File: config.mk
export PLATFORM = sky130hd
export DESIGN_NAME = uart_frame_feeder
export DESIGN_NICKNAME = d
export VERILOG_FILES = /design/src/rtl/acoustic_uart_pkg.sv /design/src/rtl/sync_fifo.sv /design/src/rtl/uart_frame_feeder.sv
export SDC_FILE = /design/constraint.sdc
export NUM_CORES = 1
export LEC_CHECK = 0
export BUFFER_PORTS_ARGS = -buffer_cell sky130_fd_sc_hd__buf_2
export CAP_MARGIN = 20
export CORE_MARGIN = 1
export CORE_UTILIZATION = 40
export CTS_CLUSTER_DIAMETER = 100
export DETAILED_ROUTE_END_ITERATION = 10
export PLACE_DENSITY = 0.61
export SYNTH_ARGS = -nofsm -noshare
export SYNTH_HDL_FRONTEND = slang
export SYNTH_SLANG_ARGS = --single-unit
File: constraint.sdc
create_clock -name sys_clk -period 4.1 [get_ports sys_clk]
set_clock_uncertainty 0.15 [all_clocks]
set_input_delay 0.205 -clock sys_clk [delete_from_list [all_inputs] [get_ports sys_clk]]
set_output_delay 0.205 -clock sys_clk [all_outputs]
set_load 0.01 [all_outputs]
File: src/rtl/acoustic_uart_pkg.sv
// rtl/acoustic_uart_pkg.sv - shared timing constants and feeder FSM encoding
package acoustic_uart_pkg;

  localparam int unsigned UART_CLK_FREQ    = 50_000_000;
  localparam int unsigned UART_BAUD        = 115200;
  localparam int unsigned UART_FRAME_CHARS = 6;

  typedef enum logic [1:0] {
    ST_IDLE = 2'd0,
    ST_LOAD = 2'd1,
    ST_REQ  = 2'd2,
    ST_HOLD = 2'd3
  } feed_state_t;

  // 10 bit times per character (start + 8 data + stop) plus a safety margin
  function automatic int unsigned guard_cycles(input int unsigned clk_freq,
                                               input int unsigned baud,
                                               input int unsigned chars,
                                               input int unsigned margin);
    return chars * 10 * (clk_freq / baud) + margin;
  endfunction

endpackage

File: src/rtl/sync_fifo.sv
// rtl/sync_fifo.sv - show-ahead synchronous FIFO with occupancy output
module sync_fifo
  import acoustic_uart_pkg::*;
#(
  parameter int unsigned DATA_W = 16,
  parameter int unsigned ADDR_W = 4
) (
  input  logic              sys_clk,
  input  logic              sys_rst_n,
  input  logic              i_push,
  input  logic [DATA_W-1:0] i_wdata,
  input  logic              i_pop,
  output logic [DATA_W-1:0] o_rdata,
  output logic              o_full,
  output logic              o_empty,
  output logic [ADDR_W:0]   o_level
);

  localparam int unsigned    DEPTH   = 1 << ADDR_W;
  localparam logic [ADDR_W:0] PTR_ONE = (ADDR_W + 1)'(1);

  logic [DATA_W-1:0] r_mem [DEPTH];
  logic [ADDR_W:0]   r_wr_ptr;
  logic [ADDR_W:0]   r_rd_ptr;
  logic              w_do_push;
  logic              w_do_pop;

  // Extra MSB on each pointer distinguishes full from empty when the indices match
  assign o_level   = r_wr_ptr - r_rd_ptr;
  assign o_empty   = (r_wr_ptr == r_rd_ptr);
  assign o_full    = (r_wr_ptr[ADDR_W] != r_rd_ptr[ADDR_W]) &&
                     (r_wr_ptr[ADDR_W-1:0] == r_rd_ptr[ADDR_W-1:0]);
  assign w_do_push = i_push && !o_full;
  assign w_do_pop  = i_pop && !o_empty;
  assign o_rdata   = r_mem[r_rd_ptr[ADDR_W-1:0]];

  always_ff @(posedge sys_clk or negedge sys_rst_n) begin
    if (!sys_rst_n) begin
      r_wr_ptr <= '0;
      r_rd_ptr <= '0;
    end else begin
      if (w_do_push) r_wr_ptr <= r_wr_ptr + PTR_ONE;
      if (w_do_pop)  r_rd_ptr <= r_rd_ptr + PTR_ONE;
    end
  end

  always_ff @(posedge sys_clk) begin
    if (w_do_push) r_mem[r_wr_ptr[ADDR_W-1:0]] <= i_wdata;
  end

endmodule

File: src/rtl/uart_frame_feeder.sv
// rtl/uart_frame_feeder.sv - queues result words and paces them into the decimal UART sender
module uart_frame_feeder #(
  parameter int unsigned DATA_W       = 16,
  parameter int unsigned FIFO_DEPTH   = 16,
  parameter int unsigned ADDR_W       = 4,
  parameter int unsigned CLK_FREQ     = acoustic_uart_pkg::UART_CLK_FREQ,
  parameter int unsigned BAUD         = acoustic_uart_pkg::UART_BAUD,
  parameter int unsigned FRAME_CHARS  = acoustic_uart_pkg::UART_FRAME_CHARS,
  parameter int unsigned GUARD_MARGIN = 64
) (
  input  logic              sys_clk,
  input  logic              sys_rst_n,
  input  logic              in_valid,
  input  logic [DATA_W-1:0] in_data,
  output logic              in_ready,
  input  logic              uart_ready,
  output logic              uart_ena,
  output logic [DATA_W-1:0] uart_data,
  output logic [ADDR_W:0]   fifo_level,
  output logic              overflow,
  input  logic              clr_overflow
);

  import acoustic_uart_pkg::*;

  localparam int unsigned     GUARD     = guard_cycles(CLK_FREQ, BAUD, FRAME_CHARS, GUARD_MARGIN);
  localparam int unsigned     CNT_W     = $clog2(GUARD + 1);
  localparam logic [CNT_W-1:0] HOLD_LOAD = CNT_W'(GUARD - 1);
  localparam logic [CNT_W-1:0] CNT_ONE   = CNT_W'(1);
  localparam logic [ADDR_W:0]  FULL_LVL  = (ADDR_W + 1)'(FIFO_DEPTH);

  feed_state_t       r_state, w_state_nxt;
  logic [CNT_W-1:0]  r_hold_cnt, w_hold_cnt_nxt;
  logic              r_uart_ena, w_uart_ena_nxt;
  logic [DATA_W-1:0] r_uart_data, w_uart_data_nxt;
  logic              r_overflow;
  logic              w_pop;
  logic              w_full;
  logic              w_empty;
  logic [DATA_W-1:0] w_head;
  logic [ADDR_W:0]   w_level;

  sync_fifo #(
    .DATA_W (DATA_W),
    .ADDR_W (ADDR_W)
  ) u_fifo (
    .sys_clk   (sys_clk),
    .sys_rst_n (sys_rst_n),
    .i_push    (in_valid),
    .i_wdata   (in_data),
    .i_pop     (w_pop),
    .o_rdata   (w_head),
    .o_full    (w_full),
    .o_empty   (w_empty),
    .o_level   (w_level)
  );

  assign in_ready   = (w_level != FULL_LVL);
  assign fifo_level = w_level;
  assign uart_ena   = r_uart_ena;
  assign uart_data  = r_uart_data;
  assign overflow   = r_overflow;

  always_comb begin
    w_state_nxt     = r_state;
    w_hold_cnt_nxt  = r_hold_cnt;
    w_uart_ena_nxt  = r_uart_ena;
    w_uart_data_nxt = r_uart_data;
    w_pop           = 1'b0;
    case (r_state)
      ST_IDLE: if (!w_empty) w_state_nxt = ST_LOAD;
      ST_LOAD: begin
        w_pop           = 1'b1;
        w_uart_data_nxt = w_head;
        w_uart_ena_nxt  = 1'b1;
        w_state_nxt     = ST_REQ;
      end
      // No timeout: the sender is trusted to accept eventually
      ST_REQ: if (uart_ready) begin
        w_uart_ena_nxt = 1'b0;
        w_hold_cnt_nxt = HOLD_LOAD;
        w_state_nxt    = ST_HOLD;
      end
      ST_HOLD: begin
        if (r_hold_cnt == '0) w_state_nxt = ST_IDLE;
        else                  w_hold_cnt_nxt = r_hold_cnt - CNT_ONE;
      end
      default: w_state_nxt = ST_IDLE;
    endcase
  end

  always_ff @(posedge sys_clk or negedge sys_rst_n) begin
    if (!sys_rst_n) begin
      r_state     <= ST_IDLE;
      r_hold_cnt  <= '0;
      r_uart_ena  <= 1'b0;
      r_uart_data <= '0;
    end else begin
      r_state     <= w_state_nxt;
      r_hold_cnt  <= w_hold_cnt_nxt;
      r_uart_ena  <= w_uart_ena_nxt;
      r_uart_data <= w_uart_data_nxt;
    end
  end

  // A fresh drop outranks a clear in the same cycle
  always_ff @(posedge sys_clk or negedge sys_rst_n) begin
    if (!sys_rst_n)              r_overflow <= 1'b0;
    else if (in_valid && w_full) r_overflow <= 1'b1;
    else if (clr_overflow)       r_overflow <= 1'b0;
  end

endmodule

==> metrics.csv <==
stage,metric,value,unit
run,max-capacitance violation count,0,
setup_path,Critical Path End Type,primary output,
yosys,count of synthesis-stage warnings from yosys,0,
floorplan,Std-Cell Core Area,29800,um2
yosys,average footprint of a synthesized cell,16.4,um2
setup_path,startpoint class of the critical path,flop,
sta,Slew headroom,28.2,%
clocking,Longest Clk Path Bufs,3,
sta,worst hold-check slack,38.3,ps
drt,via/cell ratio,5.47,
setup_path,type of the worst setup path,flop to primary output,
floorplan,top-level port count,45,
sta,total negative slack,0,ps
layout,final design area excluding fillers,14200,um2
yosys,post-synthesis sequential element count,301,
power_and_ir_drop,total power,0.00997,W
sta,final max-slew violation count,0,
setup_path,"Data required, critical path",3740,ps
layout,layout overhead on the synthesized area,16.8,%
place,Port Buf Inserts,44,
grt,maximum number of pins on one net before global-route repair,116,
clocking,CTS resizes,0,
drt,Antenna Nets Post-Route,0,
min_path,Worst Hold Class,primary input to async pin,
grt,number of antenna violations at the first check in global routing,0,
yosys,Post-Syn Instances,744,
floorplan,DIE AREA,31200,um2
drt,number of DRC markers in iteration 0,581,
floorplan,Placement Rows,63,
place,Post-DP Area,12900,um2
status,result of the run,completed,
yosys,async set-or-reset flop fraction in the synthesized netlist,15.0,%
layout,number of nets in the layout,862,
sta,setup repair after global routing missed its margin,false,
grt,number of global-route vias before repair,6716,
floorplan,starting utilization of the core area,40.9,%
drt,iteration count of the initial detailed-routing pass,5,
grt,wire length of the first global-routing pass,42.1,mm
layout,Inserted Diodes,0,
clocking,number of buffers created by CTS,31,
yosys,post-synthesis cell type count,54,
sta,# setup viols final,0,
layout,Finished Core Util,47.8,%
sta,final cycle utilization of the critical path,74.8,%
sta,max frequency,0.326,GHz
setup_path,depth of the worst register-to-register path,5,
clocking,buffer cell driving the clock tree root,clkbuf_16,
place,Final GP Congestion,0.812,
power_and_ir_drop,leakage dissipation,5.05,nW
drt,routed via count,6786,
clocking,clock network latency to the later pin of the worst-skew pair,580,ps
power_and_ir_drop,maximum vdd drop,0.441,mV
clocking,TritonCTS sink count,301,
sta,shortest period the worst path allows,3070,ps
drt,wire length per cell,22.6,um
setup_path,highest fanout seen on the critical path,18,
place,DP HPWL,17.0,mm
grt,total grt overflow,0,
layout,fraction of layout cells with a size suffix above 1,17.4,%
yosys,sequential cell area fraction in the yosys report,72.2,%
drt,DRC viols,0,
setup_path,signal arrival time at the worst endpoint,2710,ps
setup_path,capture point of the worst reg-to-reg path,u_fifo.r_mem[11][10]$_DFFE_PP_,
clocking,H-tree levels,1,
grt,global-route usage over all layers,18.4,%
floorplan,chip height,177,um
sta,transition at the pin with the smallest max-transition slack,1080,ps
clocking,clock transition at the register clock pins on the worst setup and hold paths after CTS,60,ps
sta,final hold violation count,0,
setup_path,R2R setup slack,1130,ps
yosys,count of flip-flops with a built-in enable after synthesis,256,
clocking,TritonCTS clock tree,yes,
yosys,flip-flop cell with the highest count after synthesis,edfxtp_1,
power_and_ir_drop,power density relative to cell area,700,nW/um2
yosys,net count of the mapped netlist,780,
floorplan,die outline width,177,um
setup_path,Worst R2R Start,u_fifo.r_wr_ptr[3]$_DFFE_PN0P_,
yosys,area of the mapped netlist,12200,um2
drt,WL final,28.1,mm
[power breakdown]
group | internal, W | switching (W) | total, W
Clock | 0.00170 | 0.00118 | 0.00288
Sequential | 0.00376 | 0.000238 | 0.00400
Combinational | 0.00119 | 0.00190 | 0.00309
[cell usage in the layout, fill, tap and decap left out, types with 18 or more instances in the layout]
master,netlist,final
inv_1,19,19
dfrtp_1,45,44
edfxtp_1,256,256
dlygate4sd3_1,0,21
o22ai_1,32,32
buf_2,11,44
buf_4,5,18
clkbuf_16,0,31
nor2_1,48,45
mux2i_1,102,102
[cells by family (layout without fill, tap and decap cells)]
logic type,count (synthesis),in the layout,synth area share [%]
DFF,301,301,72.2
and+or+nand+nor,127,127,5.72
muxes,120,120,11.5
AOI/OAI and AO/OA,114,114,6.15
buffers and inverters,56,163,1.99
adders and majority gates,15,15,1.60
xor gates and xnor gates,11,11,0.790
[how the worst max path moves through the flow]
| stage | start | endpoint | slack (ps) | cells after the start |
|---|---|---|---|---|
| global route | u_fifo.r_rd_ptr[1]$_DFFE_PN0P_ | in_ready | 840 | 8 |
| floorplan | u_fifo.r_rd_ptr[3]$_DFFE_PN0P_ | u_fifo.r_mem[1][0]$_DFFE_PP_ | 300 | 7 |
| finish | u_fifo.r_rd_ptr[1]$_DFFE_PN0P_ | in_ready | 1030 | 8 |
| CTS | u_fifo.r_rd_ptr[1]$_DFFE_PN0P_ | in_ready | 1000 | 8 |
| global placement | u_fifo.r_wr_ptr[2]$_DFFE_PN0P_ | u_fifo.r_mem[11][6]$_DFFE_PP_ | 1310 | 5 |
| detailed placement | u_fifo.r_wr_ptr[2]$_DFFE_PN0P_ | u_fifo.r_mem[10][10]$_DFFE_PP_ | 1150 | 5 |
[repair_timing]
action,in CTS,in global routing
setup buffers,0,0
hold endpoints to repair,305,0
hold buffers,21,0
[cell usage after synthesis, types with 2 or more instances]
master,number,area [um2]
o22ai_1,32,200
inv_1,19,71.3
buf_4,5,37.5
nand2_1,11,41.3
o21ai_0,9,45.0
nor4_1,5,31.3
a21oi_1,6,30.0
xnor2_1,9,78.8
nor3_1,5,25.0
clkbuf_1,21,78.8
a211oi_1,3,22.5
edfxtp_1,256,7690
and4_1,3,26.3
or3_1,4,25.0
mux4_2,16,360
nand2b_1,3,18.8
a31oi_1,16,100
nand4_1,7,43.8
mux2_1,2,22.5
and3_1,6,37.5
or4_1,3,22.5
ha_1,14,175
nand3b_1,4,30.0
xor2_1,2,17.5
nand3_1,7,35.0
dfrtp_1,45,1130
o21ai_1,15,75.1
nor2_1,48,180
nor3b_1,3,22.5
buf_2,11,55.1
nor2b_1,2,12.5
and2_1,9,56.3
a221oi_1,17,149
mux2i_1,102,1020
o31ai_1,5,37.5
[critical path, cell delays in order (launching register included)]
cell and delay [ps]:
dfrtp_1 480, inv_1 90, buf_4 230, fa_1 470
a21o_1 170, a21oi_1 230, xnor2_1 190, o211ai_1 130
buf_2 160
[layer usage]
layer	share of wire [%]	track usage, %	wire length (um)
met1	48	27.8	13500
met2	45	27.3	12500
met3	5.1	3.14	1430
met4	2.3	4.89	635
met5	0	0	0
[flip-flops by register name (all words and copies together), names as in the netlist]
name             flops
u_fifo.r_mem       256
overflow             1
u_fifo.r_rd_ptr      5
u_fifo.r_wr_ptr      5
r_state              2
r_hold_cnt          15
uart_ena             1
uart_data           16
[per-stage QoR]
| step | instances | setup slack [ps] |
|---|---|---|
| after floorplan | 744 | 297 |
| after global placement | 1160 | 1310 |
| after detailed placement | 1161 | 1150 |
| after CTS | 1240 | 996 |
| after global routing | 1241 | 836 |
| final | 1241 | 1030 |
[cell type report]
class / count / area (um2)
tap: 390 / 488
clock inverter: 19 / 193
inverter: 19 / 71.3
timing repair buffer: 86 / 624
clock buffer: 39 / 876
sequential: 301 / 8820
multi-input combinational: 387 / 3180
fill: 2545 / 15500
Note: power is estimated with default switching activity, not from simulation.
